<file path="config.mk">
export PLATFORM = sky130hd
export DESIGN_NAME = seg_display_ctrl_flat
export DESIGN_NICKNAME = d
export VERILOG_FILES = /design/src/rtl/seg_pkg.sv /design/src/rtl/seg_display_ctrl_if.sv /design/src/rtl/clk_en_div.sv /design/src/rtl/seg_display_ctrl.sv /design/src/flat_wrapper.sv
export SDC_FILE = /design/constraint.sdc
export NUM_CORES = 1
export LEC_CHECK = 0
export BUFFER_PORTS_ARGS = -buffer_cell sky130_fd_sc_hd__buf_2
export CAP_MARGIN = 20
export CORE_ASPECT_RATIO = 1.2
export CORE_MARGIN = 1
export CORE_UTILIZATION = 45
export CTS_BUF_LIST = sky130_fd_sc_hd__clkbuf_4 sky130_fd_sc_hd__clkbuf_8 sky130_fd_sc_hd__clkbuf_16
export DETAILED_ROUTE_END_ITERATION = 6
export PLACE_DENSITY = 0.73
export REMOVE_ABC_BUFFERS = 1
export SKIP_LAST_GASP = 1
export SYNTH_ARGS = -nofsm -noshare
export SYNTH_HDL_FRONTEND = slang
export SYNTH_SLANG_ARGS = --single-unit
</file>
<file path="constraint.sdc">
create_clock -name CLK -period 6.14 [get_ports CLK]
set_input_delay 0.614 -clock CLK [delete_from_list [all_inputs] [get_ports CLK]]
set_output_delay 0.614 -clock CLK [all_outputs]
set_load 0.1 [all_outputs]
</file>
<file path="src/rtl/seg_pkg.sv">
// Shared types and helpers for the seven-segment display controller.
// Backpressure: none; pure declarations.
package seg_pkg;

   typedef enum logic [1:0] {
      S_PAT,
      S_VAL,
      S_GAP
   } state_t;

   localparam logic [7:0] SEG_BLANK = 8'hFF;
   localparam logic [3:0] AN_OFF    = 4'hF;

   // Active-low {a,b,c,d,e,f,g,dp}; the decimal point stays dark.
   function automatic logic [7:0] hexdec(input logic [3:0] nib);
      logic [7:0] s;
      case (nib)
         4'h0:    s = 8'h03;
         4'h1:    s = 8'h9F;
         4'h2:    s = 8'h25;
         4'h3:    s = 8'h0D;
         4'h4:    s = 8'h99;
         4'h5:    s = 8'h49;
         4'h6:    s = 8'h41;
         4'h7:    s = 8'h1F;
         4'h8:    s = 8'h01;
         4'h9:    s = 8'h09;
         4'hA:    s = 8'h11;
         4'hB:    s = 8'hC1;
         4'hC:    s = 8'h63;
         4'hD:    s = 8'h85;
         4'hE:    s = 8'h61;
         default: s = 8'h71;
      endcase
      return s;
   endfunction

endpackage

</file>
<file path="src/rtl/seg_display_ctrl_if.sv">
// Display controller bundle: value strobe, pattern inputs and pin outputs.
// Backpressure: none; strobes and levels only.
interface seg_display_ctrl_if;
   logic [15:0] value;
   logic        value_vld;
   logic        pause;
   logic [7:0]  pat_seg;
   logic [3:0]  pat_an;
   logic        step_en;
   logic [7:0]  seg;
   logic [3:0]  an;
   logic        mode;

   modport master (
      output value, value_vld, pause, pat_seg, pat_an,
      input  step_en, seg, an, mode
   );

   modport slave (
      input  value, value_vld, pause, pat_seg, pat_an,
      output step_en, seg, an, mode
   );
endinterface

</file>
<file path="src/rtl/clk_en_div.sv">
// Free-running divider giving a one-cycle tick every DIV clocks; tick is combinational.
// Backpressure: none; counts regardless of downstream state.
module clk_en_div #(
   parameter int DIV = 4
) (
   input  logic CLK,
   input  logic RST,
   output logic tick
);
   localparam int W = (DIV > 1) ? $clog2(DIV) : 1;

   logic [W-1:0] cnt;

   assign tick = (cnt == W'(DIV - 1));

   always_ff @(posedge CLK) begin
      if (RST) begin
         cnt <= '0;
      end else if (tick) begin
         cnt <= '0;
      end else begin
         cnt <= cnt + W'(1);
      end
   end
endmodule

</file>
<file path="src/rtl/seg_display_ctrl.sv">
// Shares the 4-digit display between the chase pattern and a held hex value; outputs 1-cycle registered.
// Backpressure: none; value_vld is always accepted and pattern stepping is gated instead.
module seg_display_ctrl
   import seg_pkg::*;
#(
   parameter int SCAN_DIV   = 100000,
   parameter int STEP_DIV   = 10000000,
   parameter int HOLD_STEPS = 20
) (
   input  logic                CLK,
   input  logic                RST,
   seg_display_ctrl_if.slave   bus
);
   localparam int HW = $clog2(HOLD_STEPS + 1);

   logic          step_tick;
   logic          scan_tick;
   logic [1:0]    digit;
   logic [HW-1:0] hold_cnt;
   logic [15:0]   value_q;
   state_t        state;

   logic          step_en_q;
   logic [7:0]    seg_q;
   logic [3:0]    an_q;
   logic          mode_q;

   clk_en_div #(.DIV(STEP_DIV)) u_step_div (
      .CLK  (CLK),
      .RST  (RST),
      .tick (step_tick)
   );

   clk_en_div #(.DIV(SCAN_DIV)) u_scan_div (
      .CLK  (CLK),
      .RST  (RST),
      .tick (scan_tick)
   );

   always_ff @(posedge CLK) begin
      if (RST) begin
         digit <= '0;
      end else if (scan_tick) begin
         digit <= digit + 2'd1;
      end
   end

   always_ff @(posedge CLK) begin
      if (RST) begin
         state     <= S_PAT;
         hold_cnt  <= '0;
         value_q   <= '0;
         step_en_q <= 1'b0;
         seg_q     <= SEG_BLANK;
         an_q      <= AN_OFF;
         mode_q    <= 1'b0;
      end else begin
         step_en_q <= step_tick & ~bus.pause & (state == S_PAT);
         mode_q    <= (state != S_PAT);

         case (state)
            S_PAT: begin
               seg_q <= bus.pat_seg;
               an_q  <= bus.pat_an;
            end
            S_VAL: begin
               seg_q <= hexdec(value_q[{digit, 2'b00} +: 4]);
               an_q  <= ~(4'b0001 << digit);
            end
            default: begin
               seg_q <= SEG_BLANK;
               an_q  <= AN_OFF;
            end
         endcase

         // A new value always restarts the hold, even on a tick.
         if (bus.value_vld) begin
            value_q  <= bus.value;
            state    <= S_VAL;
            hold_cnt <= HW'(HOLD_STEPS);
         end else if (step_tick) begin
            case (state)
               S_VAL: begin
                  if (hold_cnt == HW'(1)) begin
                     state <= S_GAP;
                  end else begin
                     hold_cnt <= hold_cnt - HW'(1);
                  end
               end
               S_GAP:   state <= S_PAT;
               default: state <= state;
            endcase
         end
      end
   end

   assign bus.step_en = step_en_q;
   assign bus.seg     = seg_q;
   assign bus.an      = an_q;
   assign bus.mode    = mode_q;
endmodule

</file>
<file path="src/flat_wrapper.sv">
// flat-port wrapper written by rule: the top's interface ports become plain ports
module seg_display_ctrl_flat import seg_pkg::*;
#(
   parameter int SCAN_DIV   = 100000,
   parameter int STEP_DIV   = 10000000,
   parameter int HOLD_STEPS = 20
)
  (CLK, RST, bus_value, bus_value_vld, bus_pause, bus_pat_seg, bus_pat_an, bus_step_en, bus_seg, bus_an, bus_mode);
  seg_display_ctrl_if bus_i ();
  input  logic CLK;
  input  logic RST;
  input wire logic [$bits(bus_i.value)-1:0] bus_value;
  input wire logic [$bits(bus_i.value_vld)-1:0] bus_value_vld;
  input wire logic [$bits(bus_i.pause)-1:0] bus_pause;
  input wire logic [$bits(bus_i.pat_seg)-1:0] bus_pat_seg;
  input wire logic [$bits(bus_i.pat_an)-1:0] bus_pat_an;
  output wire logic [$bits(bus_i.step_en)-1:0] bus_step_en;
  output wire logic [$bits(bus_i.seg)-1:0] bus_seg;
  output wire logic [$bits(bus_i.an)-1:0] bus_an;
  output wire logic [$bits(bus_i.mode)-1:0] bus_mode;
  assign bus_i.value = bus_value;
  assign bus_i.value_vld = bus_value_vld;
  assign bus_i.pause = bus_pause;
  assign bus_i.pat_seg = bus_pat_seg;
  assign bus_i.pat_an = bus_pat_an;
  assign bus_step_en = bus_i.step_en;
  assign bus_seg = bus_i.seg;
  assign bus_an = bus_i.an;
  assign bus_mode = bus_i.mode;
  seg_display_ctrl #(.SCAN_DIV(SCAN_DIV), .STEP_DIV(STEP_DIV), .HOLD_STEPS(HOLD_STEPS)) u_core (.CLK(CLK), .RST(RST), .bus(bus_i));
endmodule
</file>
==> results.md <==
- Result of the run: complete, no violations
- Initial antenna violation count: 0
- DRT met1 WL: 3.47 mm
- WL final: 7.50 mm
- RSZ-0062 raised after global routing: no
- Clock Sinks: 80
- Wire per inst: 12.9 um
- CTS clk-pin slew, worst paths: 0.07 ns
- Pins Over Slew Limit: 0
- Global route total overflow: 0
- Element type at the critical path end: flip-flop
- Routed via count: 3091
- Commonest cells post-synth: dfxtp_1 (80), nor2_1 (57), nand2_1 (25), mux2i_1 (22), a21oi_1 (21)
- Cell variety after synth: 48
- Period utilization: 0.361
- H-tree depth: 3
- Simple-gate share of the synthesized area: 0.247
- Cell Int Power: 0.771 mW
- Crit path launch type: flip-flop
- Area contributors post-synth: dfxtp_1 (42%), mux2i_1 (5.8%), nor2_1 (5.6%)
- Crit path max fanout: 13
- CTS tree: done
- Largest net degree at the start of global routing: 34
- Worst R2R Setup Slack: 3.93 ns
- Final hold viol count: 0
- RD Place Congestion: 0.893
- Xor/xnor share of the synthesized area: 0.0459
- Most numerous cell in the Yosys netlist: dfxtp_1
- Sequential share of power: 0.519
- Clk Tree Root Cell: clkbuf_8
- Starting Density: 0.466
- I/O pin count: 46
- Fraction of registers with async set/reset: 0
- Worst Path Arrival: 2.44 ns
- Logic pwr share: 0.117
- Post-synth EDFFs: 0
- Top layer used by detailed routing: met4
- IO buf count: 45
- Leakage: 1.58 nW
- Critical Path RT: 6.36 ns
- Die ar.: 0.00886 mm^2
- Mapped cell area: 0.00382 mm^2
- Core area: 0.00820 mm^2
- Fmax: 0.452 GHz
- Max-cap violations: 0
- Share of cells above drive strength 1: 0.168
- Post-synthesis cell count: 428
- Worst relative slew slack: 0.308
- 1st-iter DRT viols: 156
- Vias in the first global route: 2878
- Net Sw Frac: 0.268
- DR pass1 iterations: 4
- DRT antenna net count: 0
- Setup_tns: 0 ns
- Critical path type: flip-flop to flip-flop
- Largest family of logic cells by synthesized area: simple AND/OR/NAND/NOR gates
- Register area share after synthesis: 0.419
- P per Cell Area: 246 mW/mm^2
- Actual slew at the worst max-slew pin: 1.04 ns
- Register bit total from synthesis: 80
- CTS max path bufs: 2
- Met2 Routed Length: 3.55 mm
- Final Critical Period: 2.21 ns
- Synth Flop Type: dfxtp_1
- Clock network power share: 0.364
- First-pass GRT wire length: 12.5 mm
- Worst reg2reg startpoint: u_core.digit[0]
- Endpoints failing setup: 0
- Die span in y: 103 um
- Post-route DRC: 0
- Synthesis Warnings: 0
- Cell count of the worst reg-to-reg path: 6
- Area growth syn-to-layout: 12.2%
- Total GRT Usage: 0.180
- Yosys top cell area share: 0.419
- FF-to-FF End: u_core.bus.seg[4]
- Power Total: 1.05 mW
- Switching Power: 0.283 mW
- Compound-Gate Fraction of Synth Area: 0.102
- Via density: 5.30
- Met3 WL: 323 um
- Row count: 36
- Dpl hpwl: 5.25 mm
- DIE WIDTH: 86.1 um
- Setup bufs post-CTS: 0
- Resized Gates After CTS: 0
- Multiplexer area fraction after synthesis: 0.0930
- Antenna Cells: 0
- Hold_buf cts: 0
- Dominant cell type by area after synthesis: dfxtp_1
- Critical Path End: u_core.bus.seg[4]
- Tightest Hold Check Type: input pin to flip-flop
- Post-synthesis adder-cell area fraction: 0.0491
- Final Net Count: 511
- Total CTS buffers: 9
- Latest clock arrival within the worst-skew pair: 0.36 ns
- Worst Setup SP: u_core.digit[0]
- Layout Skew: 0.00902 ns
- Worst VDD drop: 91.1 uV
- Syn_area_per_cell: 8.93 um^2
[how the worst min path moves through the flow]
stage | startpoint | end | slack, ns | depth (start not counted)
3_3_place_gp | u_core.u_scan_div.cnt[0] | u_core.u_scan_div.cnt[0] | 0.44 | 1
4_1_cts | bus_pause | u_core.bus.step_en | 0.39 | 2
2_1_floorplan | u_core.u_scan_div.cnt[0] | u_core.u_scan_div.cnt[0] | 0.43 | 1
6_report | bus_pause | u_core.bus.step_en | 0.41 | 2
5_1_grt | bus_pause | u_core.bus.step_en | 0.41 | 2
3_5_place_dp | u_core.u_scan_div.cnt[0] | u_core.u_scan_div.cnt[0] | 0.46 | 1
[power groups by stage]
stage,clock network [mW],registers (mW),logic (mW)
4_1_cts,0.395,0.547,0.124
3_3_place_gp,0,0.558,0.121
2_1_floorplan,0,0.604,0.0441
3_5_place_dp,0,0.559,0.123
6_report,0.384,0.547,0.123
5_1_grt,0.413,0.549,0.134
[cell usage in the layout, fill, tap and decap left out, types with 5 or more instances in the layout]
cell,n
clkbuf_8,9
o21ai_0,19
or3_1,14
o31ai_1,9
inv_1,20
a21oi_1,21
xor2_1,11
nand3_1,16
ha_1,15
nand2b_1,5
and4_1,5
nand4_1,13
xnor2_1,9
nor3_1,9
buf_2,45
nand2_1,25
mux2i_1,22
nor2_1,57
or4_1,8
dfxtp_1,80
[critical path, cell delays in order, from the launching register on]
cell and delay, ns:
dfxtp_1 0.71, mux4_2 0.63, inv_1 0.17, ha_1 0.16, inv_1 0.05, o2111ai_1 0.21, o2111ai_1 0.14
[registers in the layout (all words and copies together), names as in the netlist, 2 cells and up]
| register | cells |
|---|---|
| u_core.bus.an | 4 |
| u_core.bus.seg | 8 |
| u_core.digit | 2 |
| u_core.hold_cnt | 5 |
| u_core.state | 2 |
| u_core.u_scan_div.cnt | 17 |
| u_core.u_step_div.cnt | 24 |
| u_core.value_q | 16 |
[logic make-up (layout without fill, tap and decap cells)]
| group | Yosys count | count (layout) |
|---|---|---|
| AOI/OAI and AO/OA | 64 | 64 |
| xor gates and xnor gates | 20 | 20 |
| adders and majority gates | 15 | 15 |
| buffers and inverters | 40 | 81 |
| DFF | 80 | 80 |
| muxes | 30 | 30 |
| and+or+nand+nor | 179 | 179 |
[per-stage QoR]
stage / hold slack, ns / cell area (um^2) / setup WS, ns / std cells / utilization
3_5_place_dp: 0.455 / 4090 / 3.92 / 567 / 0.499
5_1_grt: 0.405 / 4290 / 3.69 / 583 / 0.523
3_3_place_gp: 0.440 / 4090 / 3.96 / 567 / 0.499
4_1_cts: 0.393 / 4290 / 3.90 / 583 / 0.523
6_report: 0.410 / 4290 / 3.93 / 583 / 0.523
2_1_floorplan: 0.426 / 3730 / 4.16 / 408 / -
[layout make-up]
class / instances / area [um^2]
Multi-Input combinational cell: 308 / 2050
Fill cell: 785 / 3910
Clock inverter: 4 / 45.0
Sequential cell: 80 / 1600
Timing Repair Buffer: 45 / 225
Inverter: 20 / 75.1
Clock buffer: 12 / 146
Tap cell: 114 / 143
[layer usage]
layer  up-vias  GRT usage
met2        64      0.310
li1       1591          -
met3        14     0.0384
met5         -          0
met4         0     0.0923
met1      1422      0.211
Note: power is estimated with default switching activity, not from simulation.
